File: src/rtl/multicycle_control_fsm.sv
// Multi-cycle RV32I control sequencer: FETCH/DECODE/EXEC/MEM/WB with memory wait
// states, bus-timeout fault and retired-instruction counter. Optional macro: ILLEGAL_TRAP_EN.
module multicycle_control_fsm #(
    parameter int unsigned MEM_TIMEOUT = 16,
    parameter int unsigned INSTRET_W   = 32
) (
    input  logic                 clk,
    input  logic                 rst_n,
    input  logic [6:0]           opcode,
    input  logic                 imem_ready,
    input  logic                 dmem_ready,
    output logic                 imem_req,
    output logic                 dmem_req,
    output logic                 ir_write,
    output logic                 pc_write,
    output logic                 mem_read,
    output logic                 mem_write,
    output logic                 reg_write,
    output logic                 alu_src,
    output logic [1:0]           alu_op,
    output logic [1:0]           pc_src,
    output logic [2:0]           mem_to_reg,
    output logic [INSTRET_W-1:0] instret,
    output logic                 bus_err,
`ifdef ILLEGAL_TRAP_EN
    output logic                 illegal,
`endif
    output logic [2:0]           state_o
);

    localparam int unsigned WAIT_W = $clog2(MEM_TIMEOUT) + 1;

    localparam logic [6:0] OP_LOAD   = 7'd3;
    localparam logic [6:0] OP_IMM    = 7'd19;
    localparam logic [6:0] OP_AUIPC  = 7'd23;
    localparam logic [6:0] OP_STORE  = 7'd35;
    localparam logic [6:0] OP_REG    = 7'd51;
    localparam logic [6:0] OP_LUI    = 7'd55;
    localparam logic [6:0] OP_BRANCH = 7'd99;
    localparam logic [6:0] OP_JALR   = 7'd103;
    localparam logic [6:0] OP_JAL    = 7'd111;

    typedef enum logic [2:0] {
        S_IDLE   = 3'd0,
        S_FETCH  = 3'd1,
        S_DECODE = 3'd2,
        S_EXEC   = 3'd3,
        S_MEM    = 3'd4,
        S_WB     = 3'd5,
        S_FAULT  = 3'd6
    } state_t;

    state_t                 state_q, state_d;
    logic [6:0]             opcode_q, opcode_d;
    logic [WAIT_W-1:0]      wait_cnt_q, wait_cnt_d;
    logic [INSTRET_W-1:0]   instret_q, instret_d;
    logic                   bus_err_q, bus_err_d;
`ifdef ILLEGAL_TRAP_EN
    logic                   illegal_q, illegal_d;
`endif

    logic timeout_hit;
    assign timeout_hit = (wait_cnt_q == WAIT_W'(MEM_TIMEOUT - 1));

    // State and bookkeeping registers
    always_ff @(posedge clk or negedge rst_n) begin
        if (!rst_n) begin
            state_q    <= S_IDLE;
            opcode_q   <= '0;
            wait_cnt_q <= '0;
            instret_q  <= '0;
            bus_err_q  <= 1'b0;
`ifdef ILLEGAL_TRAP_EN
            illegal_q  <= 1'b0;
`endif
        end else begin
            state_q    <= state_d;
            opcode_q   <= opcode_d;
            wait_cnt_q <= wait_cnt_d;
            instret_q  <= instret_d;
            bus_err_q  <= bus_err_d;
`ifdef ILLEGAL_TRAP_EN
            illegal_q  <= illegal_d;
`endif
        end
    end

    // Next-state and per-state datapath controls
    always_comb begin
        state_d    = state_q;
        opcode_d   = opcode_q;
        wait_cnt_d = '0;
        bus_err_d  = bus_err_q;
`ifdef ILLEGAL_TRAP_EN
        illegal_d  = illegal_q;
`endif
        imem_req   = 1'b0;
        dmem_req   = 1'b0;
        ir_write   = 1'b0;
        pc_write   = 1'b0;
        mem_read   = 1'b0;
        mem_write  = 1'b0;
        reg_write  = 1'b0;
        alu_src    = 1'b0;
        alu_op     = 2'b00;
        pc_src     = 2'b00;
        mem_to_reg = 3'b000;

        case (state_q)
            S_IDLE: state_d = S_FETCH;

            S_FETCH: begin
                imem_req = 1'b1;
                if (imem_ready) begin
                    ir_write = 1'b1;
                    opcode_d = opcode;
                    state_d  = S_DECODE;
                end else if (timeout_hit) begin
                    bus_err_d = 1'b1;
                    state_d   = S_FAULT;
                end else begin
                    wait_cnt_d = wait_cnt_q + WAIT_W'(1);
                end
            end

            S_DECODE: state_d = S_EXEC;

            S_EXEC: begin
                case (opcode_q)
                    OP_LOAD, OP_STORE: begin
                        alu_src = 1'b1;
                        state_d = S_MEM;
                    end
                    OP_REG: begin
                        alu_op  = 2'b11;
                        state_d = S_WB;
                    end
                    OP_IMM: begin
                        alu_src = 1'b1;
                        alu_op  = 2'b10;
                        state_d = S_WB;
                    end
                    OP_LUI, OP_AUIPC: state_d = S_WB;
                    OP_BRANCH: begin
                        alu_op   = 2'b01;
                        pc_write = 1'b1;
                        pc_src   = 2'b01;
                        state_d  = S_FETCH;
                    end
                    OP_JAL: begin
                        reg_write  = 1'b1;
                        mem_to_reg = 3'b010;
                        pc_write   = 1'b1;
                        pc_src     = 2'b10;
                        state_d    = S_FETCH;
                    end
                    OP_JALR: begin
                        alu_src    = 1'b1;
                        reg_write  = 1'b1;
                        mem_to_reg = 3'b010;
                        pc_write   = 1'b1;
                        pc_src     = 2'b11;
                        state_d    = S_FETCH;
                    end
                    default: begin
`ifdef ILLEGAL_TRAP_EN
                        illegal_d = 1'b1;
                        state_d   = S_FAULT;
`else
                        // Unknown opcode retires as a NOP
                        pc_write = 1'b1;
                        state_d  = S_FETCH;
`endif
                    end
                endcase
            end

            S_MEM: begin
                dmem_req  = 1'b1;
                alu_src   = 1'b1;
                mem_read  = (opcode_q == OP_LOAD);
                mem_write = (opcode_q == OP_STORE);
                if (dmem_ready) begin
                    if (opcode_q == OP_LOAD) begin
                        state_d = S_WB;
                    end else begin
                        pc_write = 1'b1;
                        state_d  = S_FETCH;
                    end
                end else if (timeout_hit) begin
                    bus_err_d = 1'b1;
                    state_d   = S_FAULT;
                end else begin
                    wait_cnt_d = wait_cnt_q + WAIT_W'(1);
                end
            end

            S_WB: begin
                reg_write = 1'b1;
                pc_write  = 1'b1;
                case (opcode_q)
                    OP_LOAD:  mem_to_reg = 3'b001;
                    OP_LUI:   mem_to_reg = 3'b011;
                    OP_AUIPC: mem_to_reg = 3'b100;
                    default:  mem_to_reg = 3'b000;
                endcase
                state_d = S_FETCH;
            end

            S_FAULT: state_d = S_FAULT;

            default: state_d = S_IDLE;
        endcase

        instret_d = pc_write ? instret_q + INSTRET_W'(1) : instret_q;
    end

    assign instret = instret_q;
    assign bus_err = bus_err_q;
    assign state_o = state_q;
`ifdef ILLEGAL_TRAP_EN
    assign illegal = illegal_q;
`endif

endmodule

File: config.mk
export PLATFORM = sky130hd
export DESIGN_NAME = multicycle_control_fsm
export DESIGN_NICKNAME = d
export VERILOG_FILES = /design/src/rtl/multicycle_control_fsm.sv
export SDC_FILE = /design/constraint.sdc
export NUM_CORES = 1
export LEC_CHECK = 0
export CAP_MARGIN = 20
export CORE_AREA = 4 4 84 86
export DETAILED_ROUTE_END_ITERATION = 8
export DIE_AREA = 0 0 88 90
export PLACE_DENSITY = 0.76
export REMOVE_ABC_BUFFERS = 1
export SYNTH_ARGS = -nofsm -noshare
export SYNTH_HDL_FRONTEND = slang
export SYNTH_SLANG_ARGS = --single-unit
File: constraint.sdc
create_clock -name clk -period 1.8 [get_ports clk]
set_clock_uncertainty 0.05 [all_clocks]
set_input_delay 0.54 -clock clk [delete_from_list [all_inputs] [get_ports clk]]
set_output_delay 0.54 -clock clk [all_outputs]
set_load 0.005 [all_outputs]
==> results.cfg <==
[run_status]
status = finished with violations
violations = setup timing

[timing]
finalSetupTns_ps = -18470
worst_slack_ps = -603
max_freq_ghz = 0.416
setup_viol = 46
hold_viol_final = 0
period_minus_slack_ps = 2400
tightest_slew_ps = 526
relSlewSlack_pct = 64.8
slew_viol_final = 0
rsz0062_at_grt = yes
period_share_pct = 134

[global_route]
antenna_found_initial = 0
use_met1_pct = 22.6
grt_max_degree = 49
overflow = 0
track_usage_pct = 18.0
busiest_layer = met2
grt_pass1_vias = 2434
grt_first_pass_wirelength_um = 11500
use_met3_pct = 4.11
use_met2_pct = 31.0

[synthesis]
yosysMostFrequentCell = dfrtp_1
synth_flop_cell = dfrtp_1
yosysSeqAreaShare_pct = 48.3
syn-cell-area_um2 = 2480
synth_common_cells = 48 x dfrtp_1, 30 x xor2_1, 21 x nand2_1, 16 x nor2_1
yosys.area.top_type = dfrtp_1
ys_types = 44
ys_ff_latch = 48
yosys_warnings = 0
avgSynthCellArea_um2 = 10.6
synth_edf_count = 0
async_flop_share_pct = 100
yosys-top-cells-area = dfrtp_1 48%, xor2_1 11%, mux2_2 3.2%, nand2_1 3.2%, nand3_1 3.0%
netlist.area_leader.share_pct = 48.3
netlist_instances = 234

[floorplanning]
die_x_um = 88
coreArea_um2 = 6280
die_h_um = 90
rows = 29
fp.dieArea_um2 = 7920
start_util_pct = 39.6
pin_count = 62

[finish]
nNetsFinal = 403
post-route-util_pct = 71.5
syn_to_final_growth_pct = 80.6
final_cells = 468
stdcell_area_um2 = 4490
diodes = 0
drive_gt1_share_pct = 50.4
n_fill_cell = 418

[critical_path]
criticalPathCategory = flip-flop to output pin
critPathTopFamily = simple AND/OR/NAND/NOR gates
crit_slowest_cell = dfrtp_1
arrival_ps = 1810
critPathRequiredTime_ps = 1210
startpoint_type = flip-flop
cpPeakStageDelay_ps = 420
crit_fanout = 3
path_cells = buf_6 > and2b_2 > nand3_2 > nor3_4 > buf_6 > buf_6 > nand2b_4 > buf_6
path_buf_inv = 4
cpMostUsedCell = buf_6
end_kind = output pin

[routing]
wl_per_cell_um = 16.5
ant_nets = 0
remaining_drc_errors = 0
firstDrtPassIters = 4
dr_total_vias = 2421
routed_wl_um = 7740
drt_iter0_markers = 89
via_per_inst = 5.17

[placed_design]
place_ws_ps = -844
placed_area_um2 = 3410
place_hpwl_um = 4090
globalplace.congestion = 0.795
dp_cells = 398
io_buffers = 61

[clocking]
cts.sinks = 48
cts_tree = built
cts.htree.levels = 2
clock_latency_ps = 300
cts_root_buf = clkbuf_8
cts_buffers = 5
clk_pin_slew_worst_paths_ps = 90
clock_path_buffers = 2

[run]
cap_viol_max_count = 0

[power_and_ir_drop]
leakagePower_nw = 2.11
p_per_area_nw_per_um2 = 1180
peakVddDrop_mv = 0.953

[worst_hold_path]
hold_class = input pin to asynchronous set/reset pin
[state kept, by name, summed over array words and instances (netlist names)]
signal	cells
wait_cnt_q	5
state_o	3
opcode_q	7
bus_err	1
instret	32
[cell type report]
| cell class | instances | area (um2) | share of cell area, % |
|---|---|---|---|
| multi-input cells | 173 | 1610 | 35.9 |
| clock inverters | 3 | 18.8 | 0.418 |
| inverters | 2 | 10.0 | 0.223 |
| well taps | 77 | 96.3 | 2.15 |
| repair buffers | 160 | 1480 | 33.0 |
| flip-flops and latches | 48 | 1200 | 26.8 |
| clock buffers | 5 | 68.8 | 1.53 |
[per-layer routing]
metal  vias to the layer above  wire [um]
met5                         -          0
met2                        63       4100
met1                      1209       3190
met4                         0         85
li1                       1140          -
met3                         9        367
[cells by family after synthesis]
kind of cell | after synthesis | synth area share [%]
AOI/OAI and AO/OA | 16 | 4.58
xor gates and xnor gates | 34 | 12.0
adders and majority gates | 2 | 1.01
buffers and inverters | 13 | 3.12
DFF | 48 | 48.3
muxes | 8 | 3.63
and+or+nand+nor | 113 | 27.3
[final timing paths]
path,startpoint,to,slack (ps),cells past startpoint
min,rst_n,instret[15],160,2
max in group asynchronous,rst_n,instret[25],1300,2
min in group clk,bus_err,bus_err,420,1
max reg2reg,opcode_q[4],instret[26],-490,10
max,opcode_q[4],reg_write,-600,8
min reg2reg,bus_err,bus_err,420,1
[metrics by stage]
| stage | power [W] | hold slack (ps) |
|---|---|---|
| 2_1_floorplan | 0.00227 | 194 |
| 3_3_place_gp | 0.00318 | 391 |
| 3_5_place_dp | 0.00322 | 401 |
| 4_1_cts | 0.00468 | 173 |
| 5_1_grt | 0.00557 | 176 |
| 6_report | 0.00528 | 162 |
[placed cells by master, fill, tap and decap left out, types with 7 or more instances in the layout]
master / count
buf_6: 25
nor2_1: 10
clkdlybuf4s50_1: 17
dlygate4sd2_1: 14
dlymetal6s2s_1: 12
nand2_1: 20
nor4_4: 8
nand3_1: 11
buf_2: 11
xor2_1: 30
mux2_2: 7
dfrtp_1: 47
buf_4: 73
nor3_2: 11
[power by group]
group	switching (W)	internal (W)	total, W
logic	0.00144	0.00173	0.00317
clock network	0.000372	0.000271	0.000643
registers	0.000166	0.00130	0.00146
total	0.00197	0.00330	0.00528
[what timing repair did]
action,in CTS,in global routing
hold buffers,0,0
buffers inserted,49,13
hold endpoints to repair,0,0
resized for setup,134,69
cloned,2,1
pin swaps,11,29
endpoints found under the setup margin,80,74
No activity file was read; power rests on OpenSTA's default activity.
